==> config.mk <==
export PLATFORM = sky130hd
export DESIGN_NAME = acc_ctrl_tx_arb
export DESIGN_NICKNAME = d
export VERILOG_FILES = /design/src/rtl/acc_ctrl_tx_arb.sv
export SDC_FILE = /design/constraint.sdc
export NUM_CORES = 1
export LEC_CHECK = 0
export ABC_AREA = 1
export BUFFER_PORTS_ARGS = -buffer_cell sky130_fd_sc_hd__buf_4
export CAP_MARGIN = 25
export CORE_ASPECT_RATIO = 0.75
export CORE_MARGIN = 2
export CORE_UTILIZATION = 53
export CTS_BUF_LIST = sky130_fd_sc_hd__clkbuf_4
export DETAILED_ROUTE_END_ITERATION = 6
export PLACE_DENSITY = 0.83
export SYNTH_ARGS = -nofsm -noshare
export SYNTH_HDL_FRONTEND = slang
export SYNTH_SLANG_ARGS = --single-unit
==> constraint.sdc <==
create_clock -name clk_i -period 1.99 [get_ports clk_i]
set_input_delay 0.398 -clock clk_i [delete_from_list [all_inputs] [get_ports clk_i]]
set_output_delay 0.398 -clock clk_i [all_outputs]
set_load 0.01 [all_outputs]
==> src/rtl/acc_ctrl_tx_arb.sv <==
// ============================================================================
// acc_ctrl_tx_arb
// ----------------------------------------------------------------------------
// Round-robin arbiter and word sequencer that shares one serial_tx word engine
// among REQ_NUM command requesters (scan control, laser safety, host register
// path, ...). Each granted word is issued to serial_tx with a one-cycle start
// pulse. The block waits for the engine to start shifting and then to finish.
// After that it holds off the next grant for GAP_CYCLES idle cycles.
//
// Ports
//   clk_i          system clock
//   rst_i          synchronous active-high reset
//   req_valid_i    per-requester "word pending", held until matching ready
//   req_data_i     requester k word at bits [k*DATA_WIDTH +: DATA_WIDTH]
//   req_ready_o    one-hot, one-cycle pulse: word k accepted
//   tx_valid_o     one-cycle start pulse to serial_tx
//   tx_data_o      word to serial_tx, stable from the pulse until back in IDLE
//   tx_busy_i      serial_tx is shifting
//   grant_id_o     index of the last granted requester
//   err_timeout_o  one-cycle pulse when tx_busy_i failed to rise in time
//   sent_cnt_o     words actually transmitted, saturating at 'hFFFF
//
// Handshake: a requester raises req_valid_i with its word on req_data_i and
// holds both until it sees req_ready_o[k] high for one cycle. The word is
// captured in the grant cycle, one cycle before that ready pulse. On the
// engine side tx_valid_o is a start pulse, not a valid/ready pair. Progress is
// tracked only through tx_busy_i rising and then falling.
//
// Optional build macro: ACC_TX_DUP_FILTER_EN
//   When defined, a granted word equal to the last successfully transmitted
//   word is acknowledged with a ready pulse but not sent. No tx_valid_o pulse
//   is issued, sent_cnt_o is unchanged, and the FSM returns to IDLE without a
//   gap. When undefined, every accepted word is transmitted.
// ============================================================================
module acc_ctrl_tx_arb #(
    parameter int DATA_WIDTH   = 16,
    parameter int REQ_NUM      = 4,
    parameter int GAP_CYCLES   = 16,
    parameter int BUSY_TIMEOUT = 64
) (
    input  logic                          clk_i,
    input  logic                          rst_i,
    input  logic [REQ_NUM-1:0]            req_valid_i,
    input  logic [REQ_NUM*DATA_WIDTH-1:0] req_data_i,
    output logic [REQ_NUM-1:0]            req_ready_o,
    output logic                          tx_valid_o,
    output logic [DATA_WIDTH-1:0]         tx_data_o,
    input  logic                          tx_busy_i,
    output logic [$clog2(REQ_NUM)-1:0]    grant_id_o,
    output logic                          err_timeout_o,
    output logic [15:0]                   sent_cnt_o
);

    localparam int PW = $clog2(REQ_NUM);
    localparam int TW = (BUSY_TIMEOUT > 1) ? $clog2(BUSY_TIMEOUT) : 1;
    localparam int GW = (GAP_CYCLES > 1) ? $clog2(GAP_CYCLES) : 1;

    // Last counter values before the exit condition fires.
    localparam logic [TW-1:0] TO_LAST  = TW'(BUSY_TIMEOUT - 1);
    localparam logic [GW-1:0] GAP_LAST = GW'(GAP_CYCLES - 1);

    localparam logic [PW:0]   REQ_NUM_W = (PW+1)'(REQ_NUM);
    localparam logic [PW-1:0] PTR_RST   = PW'(REQ_NUM - 1);

    typedef enum logic [2:0] {
        ST_IDLE      = 3'd0,
        ST_ISSUE     = 3'd1,
        ST_WAIT_BUSY = 3'd2,
        ST_WAIT_DONE = 3'd3,
        ST_GAP       = 3'd4
    } state_t;

    // ------------------------------------------------------------------------
    // Registers
    // ------------------------------------------------------------------------
    state_t                  state_q;
    logic [PW-1:0]           ptr_q;
    logic [TW-1:0]           busy_cnt_q;
    logic [GW-1:0]           gap_cnt_q;
    logic [REQ_NUM-1:0]      req_ready_q;
    logic                    tx_valid_q;
    logic [DATA_WIDTH-1:0]   tx_data_q;
    logic [PW-1:0]           grant_id_q;
    logic                    err_timeout_q;
    logic [15:0]             sent_cnt_q;

`ifdef ACC_TX_DUP_FILTER_EN
    logic [DATA_WIDTH-1:0]   last_word_q;
    logic                    last_vld_q;
    logic                    dup_q;
    logic                    dup_d;
`endif

    // ------------------------------------------------------------------------
    // Requester word view
    // ------------------------------------------------------------------------
    logic [DATA_WIDTH-1:0] req_word [REQ_NUM];

    for (genvar k = 0; k < REQ_NUM; k++) begin : g_word
        assign req_word[k] = req_data_i[k*DATA_WIDTH +: DATA_WIDTH];
    end

    // ------------------------------------------------------------------------
    // Round-robin search: first valid index at ptr+1, ptr+2, ... mod REQ_NUM.
    // Index ptr itself is visited last, so the last winner has lowest priority.
    // ------------------------------------------------------------------------
    logic                  grant_found_d;
    logic [PW-1:0]         grant_d;
    logic [DATA_WIDTH-1:0] grant_data_d;
    logic [PW:0]           cand_sum;
    logic [PW-1:0]         cand;

    always_comb begin
        grant_found_d = 1'b0;
        grant_d       = '0;
        cand_sum      = '0;
        cand          = '0;
        for (int i = 1; i <= REQ_NUM; i++) begin
            cand_sum = {1'b0, ptr_q} + (PW+1)'(i);
            if (cand_sum >= REQ_NUM_W) begin
                cand_sum = cand_sum - REQ_NUM_W;
            end
            cand = cand_sum[PW-1:0];
            if (!grant_found_d && req_valid_i[cand]) begin
                grant_found_d = 1'b1;
                grant_d       = cand;
            end
        end
        grant_data_d = req_word[grant_d];
    end

`ifdef ACC_TX_DUP_FILTER_EN
    assign dup_d = last_vld_q && (last_word_q == grant_data_d);
`endif

    // ------------------------------------------------------------------------
    // Sequencer FSM with registered outputs
    // ------------------------------------------------------------------------
    always_ff @(posedge clk_i) begin
        if (rst_i) begin
            state_q       <= ST_IDLE;
            ptr_q         <= PTR_RST;
            busy_cnt_q    <= '0;
            gap_cnt_q     <= '0;
            req_ready_q   <= '0;
            tx_valid_q    <= 1'b0;
            tx_data_q     <= '0;
            grant_id_q    <= '0;
            err_timeout_q <= 1'b0;
            sent_cnt_q    <= '0;
`ifdef ACC_TX_DUP_FILTER_EN
            last_word_q   <= '0;
            last_vld_q    <= 1'b0;
            dup_q         <= 1'b0;
`endif
        end else begin
            // Pulse outputs default low; each state raises them for one cycle.
            req_ready_q   <= '0;
            tx_valid_q    <= 1'b0;
            err_timeout_q <= 1'b0;

            case (state_q)
                ST_IDLE: begin
                    // Any busy engine, including a transfer started by
                    // someone else, blocks new grants.
                    if (grant_found_d && !tx_busy_i) begin
                        tx_data_q            <= grant_data_d;
                        grant_id_q           <= grant_d;
                        ptr_q                <= grant_d;
                        req_ready_q[grant_d] <= 1'b1;
`ifdef ACC_TX_DUP_FILTER_EN
                        tx_valid_q           <= !dup_d;
                        dup_q                <= dup_d;
`else
                        tx_valid_q           <= 1'b1;
`endif
                        state_q              <= ST_ISSUE;
                    end
                end

                ST_ISSUE: begin
                    busy_cnt_q <= '0;
`ifdef ACC_TX_DUP_FILTER_EN
                    // A filtered duplicate is acknowledged only and skips the gap.
                    if (dup_q) begin
                        state_q <= ST_IDLE;
                    end else begin
                        state_q <= ST_WAIT_BUSY;
                    end
`else
                    state_q    <= ST_WAIT_BUSY;
`endif
                end

                ST_WAIT_BUSY: begin
                    // Busy seen on any cycle here, including the first,
                    // counts as the engine having started.
                    if (tx_busy_i) begin
                        state_q <= ST_WAIT_DONE;
                    end else if (busy_cnt_q == TO_LAST) begin
                        err_timeout_q <= 1'b1;
                        gap_cnt_q     <= '0;
                        state_q       <= (GAP_CYCLES == 0) ? ST_IDLE : ST_GAP;
                    end else begin
                        busy_cnt_q <= busy_cnt_q + TW'(1);
                    end
                end

                ST_WAIT_DONE: begin
                    if (!tx_busy_i) begin
                        if (sent_cnt_q != 16'hFFFF) begin
                            sent_cnt_q <= sent_cnt_q + 16'd1;
                        end
`ifdef ACC_TX_DUP_FILTER_EN
                        last_word_q <= tx_data_q;
                        last_vld_q  <= 1'b1;
`endif
                        gap_cnt_q   <= '0;
                        state_q     <= (GAP_CYCLES == 0) ? ST_IDLE : ST_GAP;
                    end
                end

                ST_GAP: begin
                    if (gap_cnt_q == GAP_LAST) begin
                        state_q <= ST_IDLE;
                    end else begin
                        gap_cnt_q <= gap_cnt_q + GW'(1);
                    end
                end

                default: begin
                    state_q <= ST_IDLE;
                end
            endcase
        end
    end

    // ------------------------------------------------------------------------
    // Outputs
    // ------------------------------------------------------------------------
    assign req_ready_o   = req_ready_q;
    assign tx_valid_o    = tx_valid_q;
    assign tx_data_o     = tx_data_q;
    assign grant_id_o    = grant_id_q;
    assign err_timeout_o = err_timeout_q;
    assign sent_cnt_o    = sent_cnt_q;

endmodule

==> impl_results.md <==
* Status: finished clean
* Slowest stage delay, CP at 0.39 ns
* TritonCTS Sinks at 55
* Netlist cell types at 37
* Register bit total from synthesis at 55
* Fmax at 523 MHz
* Worst vdd ir at 952 uV
* R2R setup slack at 0.08 ns
* # setup viols final at 0
* Area Growth Syn to Fin at 35.7%
* Worst-Margin Slew at 0.394 ns
* Skew-Pair Late Insertion Delay at 0.38 ns
* Largest net degree at the start of global routing at 33
* Worst-path cell chain: buf_4, nand2_1, nand2_2, nand2_2, nand2_4, inv_2, nand2_1, nand2_2, nand3_4, clkbuf_16, nand2_1, nand2_1, nand2_1, nand3_1, nand2_1, inv_1
* Number of buffers added on ports at 110
* Design area at 4590 sq um
* Cells after Synth at 526
* Die width at 96.2 um
* Syn_nets at 600
* Pins Over Slew Limit at 0
* Gpl congestion at 0.894
* Initial drt markers at 314
* Vias in the first global route at 3510
* Share of cells above drive strength 1 at 29.1%
* Post-Syn Area at 3380 sq um
* FILL cells at 524
* Final #Nets at 717
* Largest cells by area after synthesis: dfxtp_1 (33%), nand2_1 (20%), nand4_1 (6.5%), inv_1 (5.8%), nand3_1 (4.4%)
* WP buf/inv at 4
* Gr usage total at 28.6%
* Critical path fanouts, max at 16
* Die area at 7040 sq um
* Critical path data arrival time at 2.22 ns
* Final wirelength at 10.3 mm
* Average cell area after synthesis at 6.42 sq um
* Clock skew at 0.0120 ns
* Period utilization at 96.1%
* Area share of the largest cell type after synthesis at 32.6%
* CP Launch Type: register
* Kind of end point of the critical path: register
* Initial antenna violation count at 0
* Residual DRC at 0
* 1st-pass router iterations at 5
* Kind of critical path: register to register
* Max_cap viols at 0
* Routed length per instance at 14.2 um
* Slowest cell on the critical path: dfxtp_4
* Fin. Hold Viols at 0
* Starting density of the core at 54.3%
* Std cell rows at 25
* Cell family with most CP delay: simple AND/OR/NAND/NOR gates
* Total number of vias at 3984
* CTS HTree Levels at 2
* Most used cell, CP: nand2_1
* Antenna Cells at 0
* Tmin final at 1.91 ns
* Placed cell area at 4350 sq um
* CTS max path bufs at 2
* Pwr/cell area at 1740 nW/um^2
* Die Y at 73.1 um
* Total gr overflow at 0
* Routed Antenna Nets at 0
* Seq/Total Area, Yosys at 32.6%
* Hold crit path type: input port to register
* Leak at 2.27 nW
* DR vias/cell at 5.50
* CTS tree: yes
* CTS root buf: clkbuf_4
* Final TNS setup at 0 ns
* Core footprint at 6220 sq um
* Worst-path clk slew at 0.16 ns
* Worst endpoint required time at 2.30 ns
* Largest area contributor in the netlist: dfxtp_1
* CTS buffer count at 5
* I/O Pins at 111
* Slew HR at 73.7%
* Dpl hpwl at 7.36 mm
* Synthesis Warnings at 0
* First-pass GRT wire length at 16.0 mm
-- through the flow --
step | util [%] | worst slack, ns | hold WS, ns | instances | power [mW]
floorplan | - | 0.255 | 0.444 | 526 | 5.24
global placement | 69.8 | 0.134 | 0.461 | 713 | 6.39
detailed placement | 69.8 | 0.000864 | 0.461 | 713 | 6.57
CTS | 71.1 | 0.0520 | 0.158 | 720 | 7.21
global route | 73.7 | -0.0295 | 0.149 | 724 | 8.60
finish | 73.7 | 0.0780 | 0.170 | 724 | 7.99
-- what timing repair did --
action                                  in CTS  in global routing
buffers inserted                             0                  2
gates cloned                                 0                  2
gates resized for setup                      2                 28
hold endpoints to repair                     0                  0
pin swaps                                    0                  7
hold buffers                                 0                  0
endpoints found under the setup margin       3                 29
-- registers in the layout, indices dropped and copies added (netlist names) --
signal         cells
grant_id_o         2
sent_cnt_o        16
ptr_q              2
tx_data_o         16
gap_cnt_q          4
state_q            3
busy_cnt_q         6
err_timeout_o      1
req_ready_o        4
tx_valid_o         1
-- cell usage in the layout, fill, tap and decap left out, types with 11 or more instances in the layout --
cell type	n
nor2_1	35
o21ai_0	11
nand2_1	174
buf_4	124
nor3_1	13
nand4_1	35
inv_1	52
dfxtp_1	50
o21a_1	17
a21oi_1	19
nand2_2	18
nand3_1	28
-- Yosys cell counts (all sizes together) --
cell type  count
a31oi          1
a211oi         2
a21oi         21
clkbuf         4
o21ai         15
and2           1
nor3          18
nand4         35
nand3         34
inv           60
o311ai         1
o31ai          1
buf           18
xor2           3
ha             3
nor4           4
xnor2          1
nor2          36
o211ai         2
dfxtp         55
o21a          17
nand2        193
or2            1
-- per-layer routing --
metal	GRT usage, %	vias to the layer above	wire length, um
li1	-	1945	-
met4	6.67	0	192
met5	0	-	0
met3	4.34	26	775
met1	38.0	1816	4360
met2	49.0	197	4980
-- cell type report --
type | instances | area, sq um | share of cell area, %
clock inverter | 2 | 37.5 | 0.819
tap | 81 | 101 | 2.21
multi-input combinational | 389 | 1990 | 43.3
timing repair buffer | 132 | 1080 | 23.5
inverter | 60 | 235 | 5.13
sequential | 55 | 1110 | 24.2
clock buffer | 5 | 37.5 | 0.819
-- worst reg2reg max path: cells and delay by family (launching register included) --
| family | cells | cell delay [ns] |
|---|---|---|
| buf+inv | 4 | 0.47 |
| flops | 1 | 0.39 |
| simple gates | 12 | 0.97 |
-- path summary, 6_finish.rpt --
path              depth (start not counted)       endpoint     startpoint
setup / recovery                         16  tx_data_o[14]       ptr_q[0]
hold / removal                            2  err_timeout_o      tx_busy_i
setup reg to reg                         16  tx_data_o[14]       ptr_q[0]
hold reg to reg                           2  busy_cnt_q[5]  busy_cnt_q[5]
-- logic make-up after synthesis --
family,share of synthesized area [%]
simple gates,43.4
fa+ha+maj,1.11
xor+xnor,1.04
buf+inv,10.7
compound gates,11.2
flops,32.6
-- where the power goes --
| group | switching [mW] | internal (mW) |
|---|---|---|
| registers | 0.216 | 1.39 |
| clock network | 0.356 | 0.258 |
| logic | 3.44 | 2.32 |
| total | 4.01 | 3.97 |
Note: power is estimated with default switching activity, not from simulation.
